==> src/rtl/sample_writer_pkg.sv <==
// Types shared by the sample writer: bus FSM state encoding and the two-sample word layout.
package sample_writer_pkg;

    typedef enum logic [0:0] {
        IDLE = 1'b0,
        BUS  = 1'b1
    } state_t;

    localparam int SMP_W = 16;

    // First sample lands in the low half, second sample in the high half.
    typedef struct packed {
        logic [SMP_W-1:0] upper;
        logic [SMP_W-1:0] lower;
    } packed_word_t;

    function automatic packed_word_t pack_word(input logic [SMP_W-1:0] first,
                                               input logic [SMP_W-1:0] second);
        packed_word_t w;
        w.lower = first;
        w.upper = second;
        return w;
    endfunction

endpackage

==> src/rtl/sample_fifo.sv <==
// Synchronous word FIFO with registered occupancy count; head word is visible on rdata.
module sample_fifo
    import sample_writer_pkg::*;
#(
    parameter int WIDTH = 32,
    parameter int DEPTH = 4
) (
    input  logic             clock,
    input  logic             nReset,
    input  logic             clear,
    input  logic             push,
    input  logic             pop,
    input  logic [WIDTH-1:0] wdata,
    output logic [WIDTH-1:0] rdata,
    output logic             full,
    output logic             empty
);

    localparam int AW = $clog2(DEPTH);
    localparam logic [AW:0] DEPTH_C = (AW+1)'(DEPTH);

    logic [WIDTH-1:0] mem [DEPTH];
    logic [AW-1:0]    wr_ptr;
    logic [AW-1:0]    rd_ptr;
    logic [AW:0]      count;
    logic             do_push;
    logic             do_pop;

    // Push is judged against occupancy before any same-cycle pop.
    assign do_push = push && (count != DEPTH_C) && !clear;
    assign do_pop  = pop && (count != '0) && !clear;
    assign full    = (count == DEPTH_C);
    assign empty   = (count == '0);
    assign rdata   = mem[rd_ptr];

    always_ff @(posedge clock or negedge nReset) begin
        if (!nReset) begin
            wr_ptr <= '0;
            rd_ptr <= '0;
            count  <= '0;
        end else if (clear) begin
            wr_ptr <= '0;
            rd_ptr <= '0;
            count  <= '0;
        end else begin
            if (do_push) wr_ptr <= wr_ptr + 1'b1;
            if (do_pop)  rd_ptr <= rd_ptr + 1'b1;
            case ({do_push, do_pop})
                2'b10:   count <= count + 1'b1;
                2'b01:   count <= count - 1'b1;
                default: count <= count;
            endcase
        end
    end

    always_ff @(posedge clock) begin
        if (do_push) mem[wr_ptr] <= wdata;
    end

endmodule

==> src/rtl/sample_writer.sv <==
// Packs sample pairs into words, queues them, and writes them into a ring buffer over Wishbone.
module sample_writer
    import sample_writer_pkg::*;
#(
    parameter int DAT_WIDTH  = 32,
    parameter int ADR_WIDTH  = 13,
    parameter int SMP_WIDTH  = 16,
    parameter int RING_WORDS = 2048,
    parameter int FIFO_DEPTH = 4
) (
    input  logic                 clock,
    input  logic                 nReset,
    input  logic                 enable,
    input  logic                 clear,
    input  logic                 sampleValid,
    input  logic [SMP_WIDTH-1:0] sampleData,
    output logic                 sampleReady,
    output logic [ADR_WIDTH-1:0] adr_o,
    output logic [DAT_WIDTH-1:0] dat_o,
    output logic [3:0]           sel_o,
    output logic                 we_o,
    output logic                 cyc_o,
    output logic                 stb_o,
    input  logic                 ack_i,
    input  logic                 err_i,
    input  logic                 rty_i,
    output logic [ADR_WIDTH-3:0] writePointer,
    output logic                 wrapped,
    output logic                 overflow,
    output logic                 busError
);

    localparam int PTR_W = ADR_WIDTH - 2;
    localparam logic [PTR_W-1:0] LAST_WORD = PTR_W'(RING_WORDS - 1);

    state_t               state;
    logic                 fifo_full;
    logic                 fifo_empty;
    logic                 accept;
    logic                 push;
    logic                 pop;
    logic                 start;
    logic                 done;
    logic                 advance;
    logic                 half_valid;
    logic [SMP_WIDTH-1:0] half_data;
    logic [DAT_WIDTH-1:0] head;
    logic [DAT_WIDTH-1:0] word;

    assign sampleReady = !fifo_full;
    assign accept      = sampleValid && sampleReady && !clear;
    assign push        = accept && half_valid;
    assign word        = {sampleData, half_data};
    assign start       = (state == IDLE) && enable && !fifo_empty && !clear;
    assign done        = (state == BUS) && (ack_i || err_i || rty_i);
    // err outranks rty, rty outranks ack; only a retry keeps the word queued.
    assign advance     = done && !clear && (err_i || (!rty_i && ack_i));
    assign pop         = advance;

    sample_fifo #(
        .WIDTH (DAT_WIDTH),
        .DEPTH (FIFO_DEPTH)
    ) u_fifo (
        .clock  (clock),
        .nReset (nReset),
        .clear  (clear),
        .push   (push),
        .pop    (pop),
        .wdata  (word),
        .rdata  (head),
        .full   (fifo_full),
        .empty  (fifo_empty)
    );

    always_ff @(posedge clock or negedge nReset) begin
        if (!nReset) begin
            half_valid <= 1'b0;
            overflow   <= 1'b0;
        end else if (clear) begin
            half_valid <= 1'b0;
            overflow   <= 1'b0;
        end else begin
            if (accept) half_valid <= !half_valid;
            if (sampleValid && !sampleReady) overflow <= 1'b1;
        end
    end

    always_ff @(posedge clock) begin
        if (accept && !half_valid) half_data <= sampleData;
    end

    always_ff @(posedge clock or negedge nReset) begin
        if (!nReset) begin
            state <= IDLE;
            cyc_o <= 1'b0;
            stb_o <= 1'b0;
            we_o  <= 1'b0;
            sel_o <= 4'h0;
            adr_o <= '0;
            dat_o <= '0;
        end else if (clear) begin
            state <= IDLE;
            cyc_o <= 1'b0;
            stb_o <= 1'b0;
            we_o  <= 1'b0;
            sel_o <= 4'h0;
        end else begin
            case (state)
                IDLE: begin
                    if (start) begin
                        state <= BUS;
                        cyc_o <= 1'b1;
                        stb_o <= 1'b1;
                        we_o  <= 1'b1;
                        sel_o <= 4'hF;
                        dat_o <= head;
                        adr_o <= {writePointer, 2'b00};
                    end
                end
                BUS: begin
                    if (done) begin
                        state <= IDLE;
                        cyc_o <= 1'b0;
                        stb_o <= 1'b0;
                        we_o  <= 1'b0;
                        sel_o <= 4'h0;
                    end
                end
                default: state <= IDLE;
            endcase
        end
    end

    always_ff @(posedge clock or negedge nReset) begin
        if (!nReset) begin
            writePointer <= '0;
            wrapped      <= 1'b0;
            busError     <= 1'b0;
        end else begin
            wrapped <= 1'b0;
            if (clear) begin
                writePointer <= '0;
                busError     <= 1'b0;
            end else if (advance) begin
                writePointer <= (writePointer == LAST_WORD) ? '0 : writePointer + 1'b1;
                wrapped      <= (writePointer == LAST_WORD);
                if (err_i) busError <= 1'b1;
            end
        end
    end

endmodule
==> config.mk <==
export PLATFORM = sky130hd
export DESIGN_NAME = sample_writer
export DESIGN_NICKNAME = d
export VERILOG_FILES = /design/src/rtl/sample_writer_pkg.sv /design/src/rtl/sample_fifo.sv /design/src/rtl/sample_writer.sv
export SDC_FILE = /design/constraint.sdc
export NUM_CORES = 1
export LEC_CHECK = 0
export ABC_AREA = 1
export BUFFER_PORTS_ARGS = -buffer_cell sky130_fd_sc_hd__buf_2
export CORE_MARGIN = 3
export CORE_UTILIZATION = 30
export CTS_BUF_LIST = sky130_fd_sc_hd__clkbuf_2
export DETAILED_ROUTE_END_ITERATION = 10
export PLACE_DENSITY = 0.44
export SYNTH_ARGS = -nofsm -noshare
export SYNTH_HDL_FRONTEND = slang
export SYNTH_SLANG_ARGS = --single-unit
==> constraint.sdc <==
create_clock -name clock -period 2.8 [get_ports clock]
set_input_delay 0.28 -clock clock [delete_from_list [all_inputs] [get_ports clock]]
set_output_delay 0.28 -clock clock [all_outputs]
set_load 0.1 [all_outputs]
==> results.md <==
- Status: completed
- Max Cap Viol: 0
- Max FO, Critical Path: 10
- Initial antenna violation count: 1
- P_int: 4500 uW
- Via/cell ratio: 4.43
- Die height: 173 um
- Final Setup Violations: 0
- Post-route setup slack: 355 ps
- R2R depth: 13
- #FFs+latches synth: 211
- Part of the power in the clock network: 28.9%
- Die Wd: 173 um
- Crit path time final: 2440 ps
- Port Buffers: 88
- Arrival time at the worst endpoint: 3120 ps
- Core Region: 0.0271 mm^2
- GP Congestion: 0.785
- Max Clock Skew: 38.3 ps
- Slowest cell on the critical path: dlygate4sd3_1
- Pleak: 0.00416 uW
- Clock sinks: 211
- I/O pin count: 91
- # DRC: 0
- Fill count: 2699
- Reg area: 0.00600 mm^2
- Cell area power density: 722 mW/mm^2
- ANT nets after route: 0
- Crit-path max cell delay: 590 ps
- Worst vdd ir: 440 uV
- Multi-input gate area: 0.00197 mm^2
- Comb pwr share: 20.9%
- Crit path to: u_fifo.count[2]
- Synth Warn #: 0
- Largest net degree at the start of global routing: 68
- NetSw: 2640 uW
- FF-to-FF End: u_fifo.count[2]
- Worst-Skew Late Latency: 790 ps
- Syn Area/Cell: 12.1 um^2
- Slew @ Worst Pin: 940 ps
- Total CTS buffers: 57
- Pre-CTS WS: 647 ps
- Post-CTS Setup Inserts: 0
- TritonRoute pass-1 iters: 4
- DIE AREA: 0.0298 mm^2
- Final #Nets: 864
- CP top delay family: buffers and inverters
- Detailed placement HPWL: 11400 um
- CTS max path bufs: 3
- Post-synthesis instance area: 0.00833 mm^2
- Worst setup EP type: register
- Num rows: 60
- Area grow syn2layout: 18.9%
- Fmax: 409 MHz
- All-Layer GR Usage: 13.3%
- GRT Residual Overflow: 0
- HP Class: input port to asynchronous set/reset pin
- Critical Path RT: 3470 ps
- Switch share: 37.0%
- CTS tree: built
- Final Slew Violations: 0
- First-pass GRT wire length: 32000 um
- Relative slew margins: 37.3%
- Worst-path clk slew: 100 ps
- Initial DRC count: 297
- Buf+Inv Stages, Crit Path: 6
- Total number of vias: 5561
- Final wirelength: 20000 um
- Final period utilization: 87.3%
- Synth Instances: 687
- Synth cell types: 33
- Startpoint types: input port
- Setup_tns: 0 ps
- Critical path origin: err_i
- Routed len/inst: 15.9 um
- Share of cells above drive strength 1: 24.6%
- Crit Path Class: input port to register
- Number of global-route vias before repair: 5865
- H-tree levels: 2
- Root buf cell: clkbuf_2
- Seq pwr share: 50.2%
- Unrepaired setup endpoints after global routing: no
- Critical path's most frequent cell: nand2_1
- CP cell instances: dlygate4sd3_1, buf_2, inv_2, nand2_1, dlygate4sd3_1, nand3_2, nor2_2, nand2_2, inv_1, fa_1, xnor2_1, inv_1, nand2_1, nand2_1, nand2_1, nand2_1
- Final hold viol count: 0
- Initial core utilization: 30.7%
- Levels on crit path: 16
- R2R Setup Slk: 570 ps
- Sequential area share after synthesis: 72.1%
- Worst r2r src: u_fifo.count[0]
==> layer usage <==
| layer | wire length (um) | vias up | global-route usage [%] |
|---|---|---|---|
| met2 | 9710 | 129 | 22.9 |
| met4 | 405 | 0 | 4.39 |
| met1 | 9030 | 2696 | 16.5 |
| li1 | - | 2696 | - |
| met5 | 0 | - | 0 |
| met3 | 834 | 40 | 3.32 |
==> worst min-delay path by stage <==
stage / end / slack, ps / cells after the start
2_1_floorplan: adr_o[10] / -20 / 0
3_3_place_gp: dat_o[20] / 460 / 2
3_5_place_dp: dat_o[17] / 460 / 2
4_1_cts: dat_o[1] / 80 / 2
5_1_grt: dat_o[11] / 140 / 6
6_report: dat_o[1] / 160 / 2
==> flip-flops by register name, summed over array words and instances (netlist names), 2 cells and up <==
name           count
dat_o             32
u_fifo.count       3
u_fifo.rd_ptr      2
writePointer      11
u_fifo.mem       128
half_data         16
adr_o             11
u_fifo.wr_ptr      2
==> cells in the final DEF (no fill, tap or decap), types with 2 or more instances in the layout <==
| master | synthesis | final |
|---|---|---|
| a21oi_1 | 5 | 5 |
| buf_12 | 0 | 3 |
| buf_2 | 1 | 87 |
| buf_4 | 15 | 9 |
| clkbuf_2 | 0 | 82 |
| clkinv_1 | 0 | 21 |
| conb_1 | 1 | 2 |
| dfrtp_1 | 67 | 66 |
| dlygate4sd3_1 | 0 | 25 |
| edfxtp_1 | 144 | 144 |
| ha_1 | 5 | 5 |
| inv_1 | 32 | 32 |
| inv_2 | 5 | 7 |
| nand2_1 | 146 | 146 |
| nand2_2 | 4 | 4 |
| nand3_1 | 10 | 10 |
| nand3_2 | 2 | 2 |
| nand3b_1 | 2 | 2 |
| nand4_1 | 5 | 5 |
| nor2_1 | 85 | 81 |
| nor2_4 | 0 | 4 |
| nor3_1 | 3 | 3 |
| o21ai_0 | 71 | 71 |
| o21ai_1 | 5 | 5 |
| o21ai_2 | 11 | 11 |
| o22ai_1 | 37 | 37 |
| xnor2_1 | 2 | 2 |
==> stage by stage <==
| step | hold slack, ps | total power, uW | cell area [um^2] | std cells | util (%) |
|---|---|---|---|---|---|
| floorplan | -15.6 | 4860 | 8330 | 688 | - |
| global placement | 460 | 5130 | 9140 | 1122 | 33.7 |
| detailed placement | 460 | 5140 | 9140 | 1122 | 33.7 |
| CTS | 80.1 | 7290 | 9900 | 1253 | 36.5 |
| global route | 138 | 7500 | 9900 | 1254 | 36.5 |
| finish | 159 | 7140 | 9900 | 1254 | 36.5 |
==> cell type report <==
class / instances / share of cell area (%)
diodes: 1 / 0.0253
clock buffers: 82 / 4.15
clock inverters: 24 / 0.948
inverters: 38 / 1.47
multi-input cells: 402 / 19.9
flip-flops and latches: 211 / 60.6
well taps: 372 / 4.70
repair buffers: 124 / 8.22
==> kinds of logic (layout without fill, tap and decap cells) <==
logic type / Yosys count / in the layout / share of synthesized area [%]
AOI/OAI and AO/OA: 129 / 129 / 8.81
xor gates and xnor gates: 3 / 3 / 0.316
adders and majority gates: 6 / 6 / 0.992
buffers and inverters: 75 / 268 / 4.73
DFF: 211 / 211 / 72.1
other: 1 / 3 / 0.0450
and+or+nand+nor: 262 / 262 / 13.0
==> synth_stat cells (all sizes together) <==
library cell	instances	area (um^2)
nand2	150	573
or2	1	6.26
conb	1	3.75
clkbuf	13	48.8
a21oi	5	25.0
xnor2	2	17.5
dfrtp	67	1680
nand3	12	70.1
fa	1	20.0
o22ai	37	231
xor2	1	8.76
buf	24	200
nand3b	3	35.0
nor2	87	345
nor3	4	25.0
ha	5	62.6
o21ai	87	477
inv	38	145
nand4	5	31.3
edfxtp	144	4320
==> power groups by stage <==
stage / clock network (uW) / logic [uW] / registers, uW
2_1_floorplan: 0 / 193 / 4660
3_3_place_gp: 0 / 1480 / 3660
3_5_place_dp: 0 / 1480 / 3660
4_1_cts: 2190 / 1510 / 3590
5_1_grt: 2330 / 1560 / 3610
6_report: 2060 / 1490 / 3590
==> timing repair <==
| item | in CTS | in global routing |
|---|---|---|
| endpoints found under the hold margin | 172 | 0 |
| hold buffers | 25 | 0 |
| gates resized for setup | 0 | 0 |
Note: power is estimated with default switching activity, not from simulation.
